===== config.mk =====
export PLATFORM = sky130hd
export DESIGN_NAME = glyph_plotter_flat
export DESIGN_NICKNAME = d
export VERILOG_FILES = /design/src/rtl/glyph_pkg.sv /design/src/rtl/glyph_plotter_if.sv /design/src/rtl/glyph_rom.sv /design/src/rtl/glyph_plotter.sv /design/src/flat_wrapper.sv
export SDC_FILE = /design/constraint.sdc
export NUM_CORES = 1
export LEC_CHECK = 0
export BUFFER_PORTS_ARGS = -buffer_cell sky130_fd_sc_hd__buf_2
export CORE_MARGIN = 1
export CORE_UTILIZATION = 25
export CTS_CLUSTER_SIZE = 28
export DETAILED_ROUTE_END_ITERATION = 12
export GPL_TIMING_DRIVEN = 0
export SLEW_MARGIN = 0
export SYNTH_ARGS = -nofsm -noshare
export SYNTH_HDL_FRONTEND = slang
export SYNTH_HIERARCHICAL = 1
export SYNTH_SLANG_ARGS = --single-unit

===== constraint.sdc =====
create_clock -name clock -period 3.15 [get_ports clock]
set_clock_uncertainty 0.1 [all_clocks]
set_input_delay 0.315 -clock clock [delete_from_list [all_inputs] [get_ports clock]]
set_output_delay 0.315 -clock clock [all_outputs]
set_load 0.005 [all_outputs]

===== src/rtl/glyph_pkg.sv =====
// Shared types and glyph bitmaps for the glyph plotter.
// GLYPHS[sym][row][col]: bit col of a row word is the pixel at that column.
package glyph_pkg;

    localparam int GLYPH_N = 4;
    localparam int GLYPH_W = 16;
    localparam int GLYPH_H = 16;

    typedef enum logic [1:0] {
        IDLE = 2'd0,
        SCAN = 2'd1,
        DONE = 2'd2
    } glyph_state_e;

    localparam logic [GLYPH_W-1:0] GLYPHS [GLYPH_N][GLYPH_H] = '{
        // 0: one-pixel outline
        '{16'hFFFF, 16'h8001, 16'h8001, 16'h8001, 16'h8001, 16'h8001, 16'h8001, 16'h8001,
          16'h8001, 16'h8001, 16'h8001, 16'h8001, 16'h8001, 16'h8001, 16'h8001, 16'hFFFF},
        // 1: solid block
        '{16'hFFFF, 16'hFFFF, 16'hFFFF, 16'hFFFF, 16'hFFFF, 16'hFFFF, 16'hFFFF, 16'hFFFF,
          16'hFFFF, 16'hFFFF, 16'hFFFF, 16'hFFFF, 16'hFFFF, 16'hFFFF, 16'hFFFF, 16'hFFFF},
        // 2: invader
        '{16'h0000, 16'h0810, 16'h0420, 16'h0FF0, 16'h1BD8, 16'h3FFC, 16'h2FF4, 16'h2814,
          16'h0660, 16'h0000, 16'h0000, 16'h0000, 16'h0000, 16'h0000, 16'h0000, 16'h0000},
        // 3: diamond
        '{16'h0180, 16'h03C0, 16'h07E0, 16'h0FF0, 16'h1FF8, 16'h3FFC, 16'h7FFE, 16'hFFFF,
          16'hFFFF, 16'h7FFE, 16'h3FFC, 16'h1FF8, 16'h0FF0, 16'h07E0, 16'h03C0, 16'h0180}
    };

endpackage


===== src/rtl/glyph_plotter_if.sv =====
// Request/pixel bundle between game control (master) and the plotter (slave).
interface glyph_plotter_if #(
    parameter int SYM_W = 2,
    parameter int X_W   = 8,
    parameter int Y_W   = 7,
    parameter int COL_W = 3
);
    import glyph_pkg::*;

    // Handshake: start is a one-cycle request honoured only while the plotter
    // is idle (busy=0, done=0); busy is high for every scan cycle and done
    // pulses for one cycle afterwards. A start seen while busy or in the done
    // cycle is dropped, never queued.
    logic             start;
    logic [SYM_W-1:0] sym_sel;
    logic [X_W-1:0]   x_in;
    logic [Y_W-1:0]   y_in;
    logic [COL_W-1:0] colour_in;
    logic             erase;

    logic [X_W-1:0]   xout;
    logic [Y_W-1:0]   yout;
    logic [COL_W-1:0] colour;
    logic             plot;
    logic             busy;
    logic             done;
    glyph_state_e     state_dbg;

    modport master (
        output start, sym_sel, x_in, y_in, colour_in, erase,
        input  xout, yout, colour, plot, busy, done, state_dbg
    );

    modport slave (
        input  start, sym_sel, x_in, y_in, colour_in, erase,
        output xout, yout, colour, plot, busy, done, state_dbg
    );

endinterface


===== src/rtl/glyph_rom.sv =====
// Combinational glyph bitmap lookup; out-of-range symbols fall back to glyph 0.
module glyph_rom
    import glyph_pkg::*;
#(
    parameter int NUM_SYM = 4,
    parameter int SYM_W   = 2,
    parameter int RW      = 4,
    parameter int CW      = 4
) (
    input  logic [SYM_W-1:0] sym,
    input  logic [RW-1:0]    row,
    input  logic [CW-1:0]    col,
    output logic             pix
);

    logic [SYM_W-1:0] sym_eff;

    always_comb begin
        sym_eff = sym;
        if (32'(sym) >= 32'(NUM_SYM)) begin
            sym_eff = '0;
        end
        pix = GLYPHS[sym_eff][row][col];
    end

endmodule


===== src/rtl/glyph_plotter.sv =====
// Scans one W x H glyph at a latched base coordinate, one pixel per clock,
// with erase mode and clipping at the right/bottom screen edges.
module glyph_plotter
    import glyph_pkg::*;
#(
    parameter int              W         = 16,
    parameter int              H         = 16,
    parameter int              NUM_SYM   = 4,
    parameter int              X_W       = 8,
    parameter int              Y_W       = 7,
    parameter int              COL_W     = 3,
    parameter int              X_MAX     = 160,
    parameter int              Y_MAX     = 120,
    parameter logic [COL_W-1:0] BG_COLOUR = 3'b000
) (
    input logic             clock,
    input logic             reset_n,
    glyph_plotter_if.slave  bus
);

    localparam int SYM_W = (NUM_SYM > 1) ? $clog2(NUM_SYM) : 1;
    localparam int CW    = $clog2(W);
    localparam int RW    = $clog2(H);

    glyph_state_e     state_q, state_d;
    logic [CW-1:0]    col_q, col_d;
    logic [RW-1:0]    row_q, row_d;
    logic [SYM_W-1:0] sym_q, sym_d;
    logic [X_W-1:0]   xb_q, xb_d;
    logic [Y_W-1:0]   yb_q, yb_d;
    logic [COL_W-1:0] fg_q, fg_d;
    logic             erase_q, erase_d;

    logic             pix;
    logic [X_W:0]     x_sum;
    logic [Y_W:0]     y_sum;
    logic             scanning;
    logic             pix_on;

    always_comb begin
        state_d = state_q;
        col_d   = col_q;
        row_d   = row_q;
        sym_d   = sym_q;
        xb_d    = xb_q;
        yb_d    = yb_q;
        fg_d    = fg_q;
        erase_d = erase_q;
        case (state_q)
            IDLE: begin
                if (bus.start) begin
                    sym_d   = bus.sym_sel;
                    xb_d    = bus.x_in;
                    yb_d    = bus.y_in;
                    fg_d    = bus.colour_in;
                    erase_d = bus.erase;
                    col_d   = '0;
                    row_d   = '0;
                    state_d = SCAN;
                end
            end
            SCAN: begin
                // W and H are powers of two, so the counters wrap back to 0 on their own.
                col_d = col_q + 1'b1;
                if (col_q == CW'(W - 1)) begin
                    row_d = row_q + 1'b1;
                    if (row_q == RW'(H - 1)) begin
                        state_d = DONE;
                    end
                end
            end
            DONE:    state_d = IDLE;
            default: state_d = IDLE;
        endcase
    end

    always_ff @(posedge clock or negedge reset_n) begin
        if (!reset_n) begin
            state_q <= IDLE;
            col_q   <= '0;
            row_q   <= '0;
            sym_q   <= '0;
            xb_q    <= '0;
            yb_q    <= '0;
            fg_q    <= '0;
            erase_q <= 1'b0;
        end else begin
            state_q <= state_d;
            col_q   <= col_d;
            row_q   <= row_d;
            sym_q   <= sym_d;
            xb_q    <= xb_d;
            yb_q    <= yb_d;
            fg_q    <= fg_d;
            erase_q <= erase_d;
        end
    end

    glyph_rom #(
        .NUM_SYM (NUM_SYM),
        .SYM_W   (SYM_W),
        .RW      (RW),
        .CW      (CW)
    ) u_rom (
        .sym (sym_q),
        .row (row_q),
        .col (col_q),
        .pix (pix)
    );

    // Sums carry one extra bit so a pixel past the coordinate range still clips.
    assign x_sum    = {1'b0, xb_q} + (X_W + 1)'(col_q);
    assign y_sum    = {1'b0, yb_q} + (Y_W + 1)'(row_q);
    assign scanning = (state_q == SCAN);
    assign pix_on   = (erase_q | pix) & (x_sum < (X_W + 1)'(X_MAX)) & (y_sum < (Y_W + 1)'(Y_MAX));

    assign bus.plot      = scanning & pix_on;
    assign bus.xout      = scanning ? x_sum[X_W-1:0] : '0;
    assign bus.yout      = scanning ? y_sum[Y_W-1:0] : '0;
    assign bus.colour    = bus.plot ? (erase_q ? BG_COLOUR : fg_q) : '0;
    assign bus.busy      = scanning;
    assign bus.done      = (state_q == DONE);
    assign bus.state_dbg = state_q;

endmodule

===== src/flat_wrapper.sv =====
// flat-port wrapper written by rule: the top's interface ports become plain ports
module glyph_plotter_flat import glyph_pkg::*;
#(
    parameter int              W         = 16,
    parameter int              H         = 16,
    parameter int              NUM_SYM   = 4,
    parameter int              X_W       = 8,
    parameter int              Y_W       = 7,
    parameter int              COL_W     = 3,
    parameter int              X_MAX     = 160,
    parameter int              Y_MAX     = 120,
    parameter logic [COL_W-1:0] BG_COLOUR = 3'b000
)
  (clock, reset_n, bus_start, bus_sym_sel, bus_x_in, bus_y_in, bus_colour_in, bus_erase, bus_xout, bus_yout, bus_colour, bus_plot, bus_busy, bus_done, bus_state_dbg);
  glyph_plotter_if #(.X_W(X_W), .Y_W(Y_W), .COL_W(COL_W)) bus_i ();
  input logic clock;
  input logic reset_n;
  input wire logic [$bits(bus_i.start)-1:0] bus_start;
  input wire logic [$bits(bus_i.sym_sel)-1:0] bus_sym_sel;
  input wire logic [$bits(bus_i.x_in)-1:0] bus_x_in;
  input wire logic [$bits(bus_i.y_in)-1:0] bus_y_in;
  input wire logic [$bits(bus_i.colour_in)-1:0] bus_colour_in;
  input wire logic [$bits(bus_i.erase)-1:0] bus_erase;
  output wire logic [$bits(bus_i.xout)-1:0] bus_xout;
  output wire logic [$bits(bus_i.yout)-1:0] bus_yout;
  output wire logic [$bits(bus_i.colour)-1:0] bus_colour;
  output wire logic [$bits(bus_i.plot)-1:0] bus_plot;
  output wire logic [$bits(bus_i.busy)-1:0] bus_busy;
  output wire logic [$bits(bus_i.done)-1:0] bus_done;
  output wire logic [$bits(bus_i.state_dbg)-1:0] bus_state_dbg;
  assign bus_i.start = bus_start;
  assign bus_i.sym_sel = bus_sym_sel;
  assign bus_i.x_in = bus_x_in;
  assign bus_i.y_in = bus_y_in;
  assign bus_i.colour_in = bus_colour_in;
  assign bus_i.erase = bus_erase;
  assign bus_xout = bus_i.xout;
  assign bus_yout = bus_i.yout;
  assign bus_colour = bus_i.colour;
  assign bus_plot = bus_i.plot;
  assign bus_busy = bus_i.busy;
  assign bus_done = bus_i.done;
  assign bus_state_dbg = bus_i.state_dbg;
  glyph_plotter #(.W(W), .H(H), .NUM_SYM(NUM_SYM), .X_W(X_W), .Y_W(Y_W), .COL_W(COL_W), .X_MAX(X_MAX), .Y_MAX(Y_MAX), .BG_COLOUR(BG_COLOUR)) u_core (.clock(clock), .reset_n(reset_n), .bus(bus_i));
endmodule

==> flow_summary.yaml <==
setup_path:
  arrival_ns: 2.92
  crit_required_ns: 2.73
  rr_worst_depth: 5
  crit_path_start_kind: "flip-flop"
  critPathMaxFanout: 4
  path_class: "reg2out"
  endpoint_kind: "primary output"
synthesis:
  synth_top_cell_area_share_pct: 27.0
  synth_cell_types: 77
  yosysSeqAreaShare_pct: 27.0
  async_flop_share_pct: 100
  syn_area_mm2: 0.00287
  synth_area_leader_cell: "dfrtp_1"
  synthFlopType: "dfrtp_1"
  syn_area_per_cell_um2: 7.95
  yosysWarnings: 6
  ys_seq_elements: 31
  yosys-top-cells-area: "dfrtp_1 27%, nand2_1 9.8%, ha_1 5.7%, nor2_1 4.4%, o21ai_0 3.8%"
  synth_cells: 361
  syn_nets: 400
  synth_edf_count: 0
pwr:
  power.density_mw_per_mm2: 844
  vdd_drop_max_mv: 0.400
  leakage_nw: 1.70
clock_network:
  cts.path.max_buffers: 2
  cts_sinks: 31
  cts_tree: "built"
  cts.clk_slew.worst_paths_ns: 0.05
  htreeDepth: 2
  clockRootBuffer: "clkbuf_16"
  numCtsBuffers: 5
  clk_latency_ns: 0.27
grt:
  grt_antenna_before_repair: 0
  grt.total_usage_pct: 14.5
  grt_max_degree: 32
  grt_pass1_wl_um: 13500
  grt_pass1_vias: 2731
  gr-total-overflow: 0
timing:
  fin_setup_tns_ns: -0.707
  slew_viol_final: 0
  tightestPinTransition_ns: 0.710
  setup_slack_ns: -0.180
  period_share_pct: 106
  rsz0062_at_grt: "yes"
  hold_violations: 11
  setup_viol: 4
  fin_hold_ws_ns: -0.0100
  period_needed_ns: 3.33
  slew_headroom_pct: 52.7
  fmax_mhz: 300
route:
  postRouteAntennaNets: 0
  viasPerCell: 5.03
  dr.pass1.iters: 5
  drt_iter0_drc: 159
  wl_um: 8220
  drc: 0
  vias: 2846
  wl_per_cell_um: 14.5
floorplan:
  core-area_mm2: 0.0110
  start_util_pct: 26.0
  rows: 38
  die_y_um: 109
  top_level_ports: 47
  die-area_mm2: 0.0119
  die_w_um: 109
final_layout:
  multi_input_area_mm2: 0.00203
  seq_area_um2: 781
  n_antenna_cell: 0
  fillers: 1193
  layout_common_cells: "74 x nand2_1, 47 x buf_2, 34 x nor2_1, 27 x dfrtp_1, 20 x o21ai_0"
  fin_nets: 465
  drive_above_1_share_pct: 33.1
  layout_commonest_cell: "nand2_1"
  syn_to_final_growth_pct: 28.3
  fin_cells: 566
placement:
  gp_congestion: 0.879
  port_buffers: 46
  dp_hpwl_um: 5880
  dp.cells: 547
status:
  violations: "hold timing, setup timing"
  outcome: "complete, but fails checks"
run:
  max_cap_viol_count: 0
min_path:
  min_path_type: "in2async"
final timing paths:
| kind | start | to | slack (ns) |
|---|---|---|---|
| worst max-delay path | u_core/sym_q[0] | bus_plot | -0.18 |
| worst min-delay path | reset_n | u_core/fg_q[1] | -0.01 |
| worst max register to register | u_core/bus.state_dbg[0] | u_core/fg_q[2] | 1.19 |
| worst min register to register | u_core/xb_q[0] | u_core/xb_q[0] | 0.38 |
| max in group asynchronous | reset_n | u_core/row_q[1] | 2.45 |
| min in group clock | bus_y_in[6] | u_core/yb_q[6] | 0.13 |
critical path, cell delays in order (launching register included):
cell	delay, ns
dfrtp_1	0.35
clkbuf_8	0.14
clkinvlp_4	0.15
ha_4	0.26
or3b_1	0.34
o2111a_1	0.14
nor3_2	0.18
a21oi_4	0.07
a221oi_2	0.24
o22a_1	0.18
nand3_2	0.10
nor2_1	0.10
nor2_1	0.05
o221ai_2	0.11
nor2_1	0.08
buf_2	0.13
per-layer routing:
layer	vias up	wire length (µm)	GRT usage [%]
met5	-	0	0
met4	0	138	5.33
met3	11	395	2.15
met2	86	4070	24.2
met1	1341	3610	18.7
li1	1408	-	-
synth_stat cells (all sizes together), types with 5 or more instances:
cell     n
dfrtp   31
nor4     5
inv     16
ha      13
xor2     7
nand2   75
buf     10
and2     6
o21ai   22
nor2    34
a21o     7
a21oi   16
o211ai   6
clkbuf  10
nand2b   8
nand3   11
a211oi   9
power breakdown:
part | internal [mW] | switching [mW]
combinational | 0.906 | 1.04
sequential | 0.527 | 0.160
clock | 0.308 | 0.168
total | 1.74 | 1.37
through the flow:
stage / setup WS (ns) / hold slack, ns / util [%] / total power, mW / area [µm²]
2_1_floorplan: 0.280 / -0.0806 / - / 1.90 / 2870
3_3_place_gp: -0.257 / 0.308 / 29.7 / 2.35 / 3280
3_5_place_dp: -0.312 / 0.321 / 29.7 / 2.39 / 3280
4_1_cts: -0.236 / 0.0255 / 32.8 / 3.05 / 3620
5_1_grt: -0.285 / 0.0610 / 33.4 / 3.37 / 3680
6_report: -0.180 / -0.0100 / 33.4 / 3.11 / 3680
cells by family (layout without fill, tap and decap cells):
group                    count (synthesis)  count (layout)  synth area share [%]
buffers and inverters                   37             102                  7.76
XOR/XNOR                                11              11                  3.62
adder cells (fa/ha/maj)                 15              15                  7.06
flip-flops                              31              31                  27.0
AO/OA/AOI/OAI                           93              93                  24.4
AND/OR/NAND/NOR                        170             170                  28.6
multiplexers                             4               4                  1.57
cell type report:
type	count	area share [%]
multi-input combinational	293	55.1
sequential	31	21.2
timing repair buffer	59	8.90
tap	140	4.75
buffer	19	4.21
clock buffer	6	3.77
inverter	17	1.90
clock inverter	1	0.136
state kept, by name, summed over array words and instances, names as in the netlist:
name,cells
u_core/bus.state_dbg,2
u_core/col_q,4
u_core/erase_q,1
u_core/fg_q,3
u_core/row_q,4
u_core/sym_q,2
u_core/xb_q,8
u_core/yb_q,7
repair_timing:
item,CTS,global route
endpoints found under the setup margin,4,4
hold buffers,0,0
pin swaps,25,13
buffers inserted,9,4
gates resized for setup,32,7
gates cloned,0,0
No activity file was read; power rests on OpenSTA's default activity.
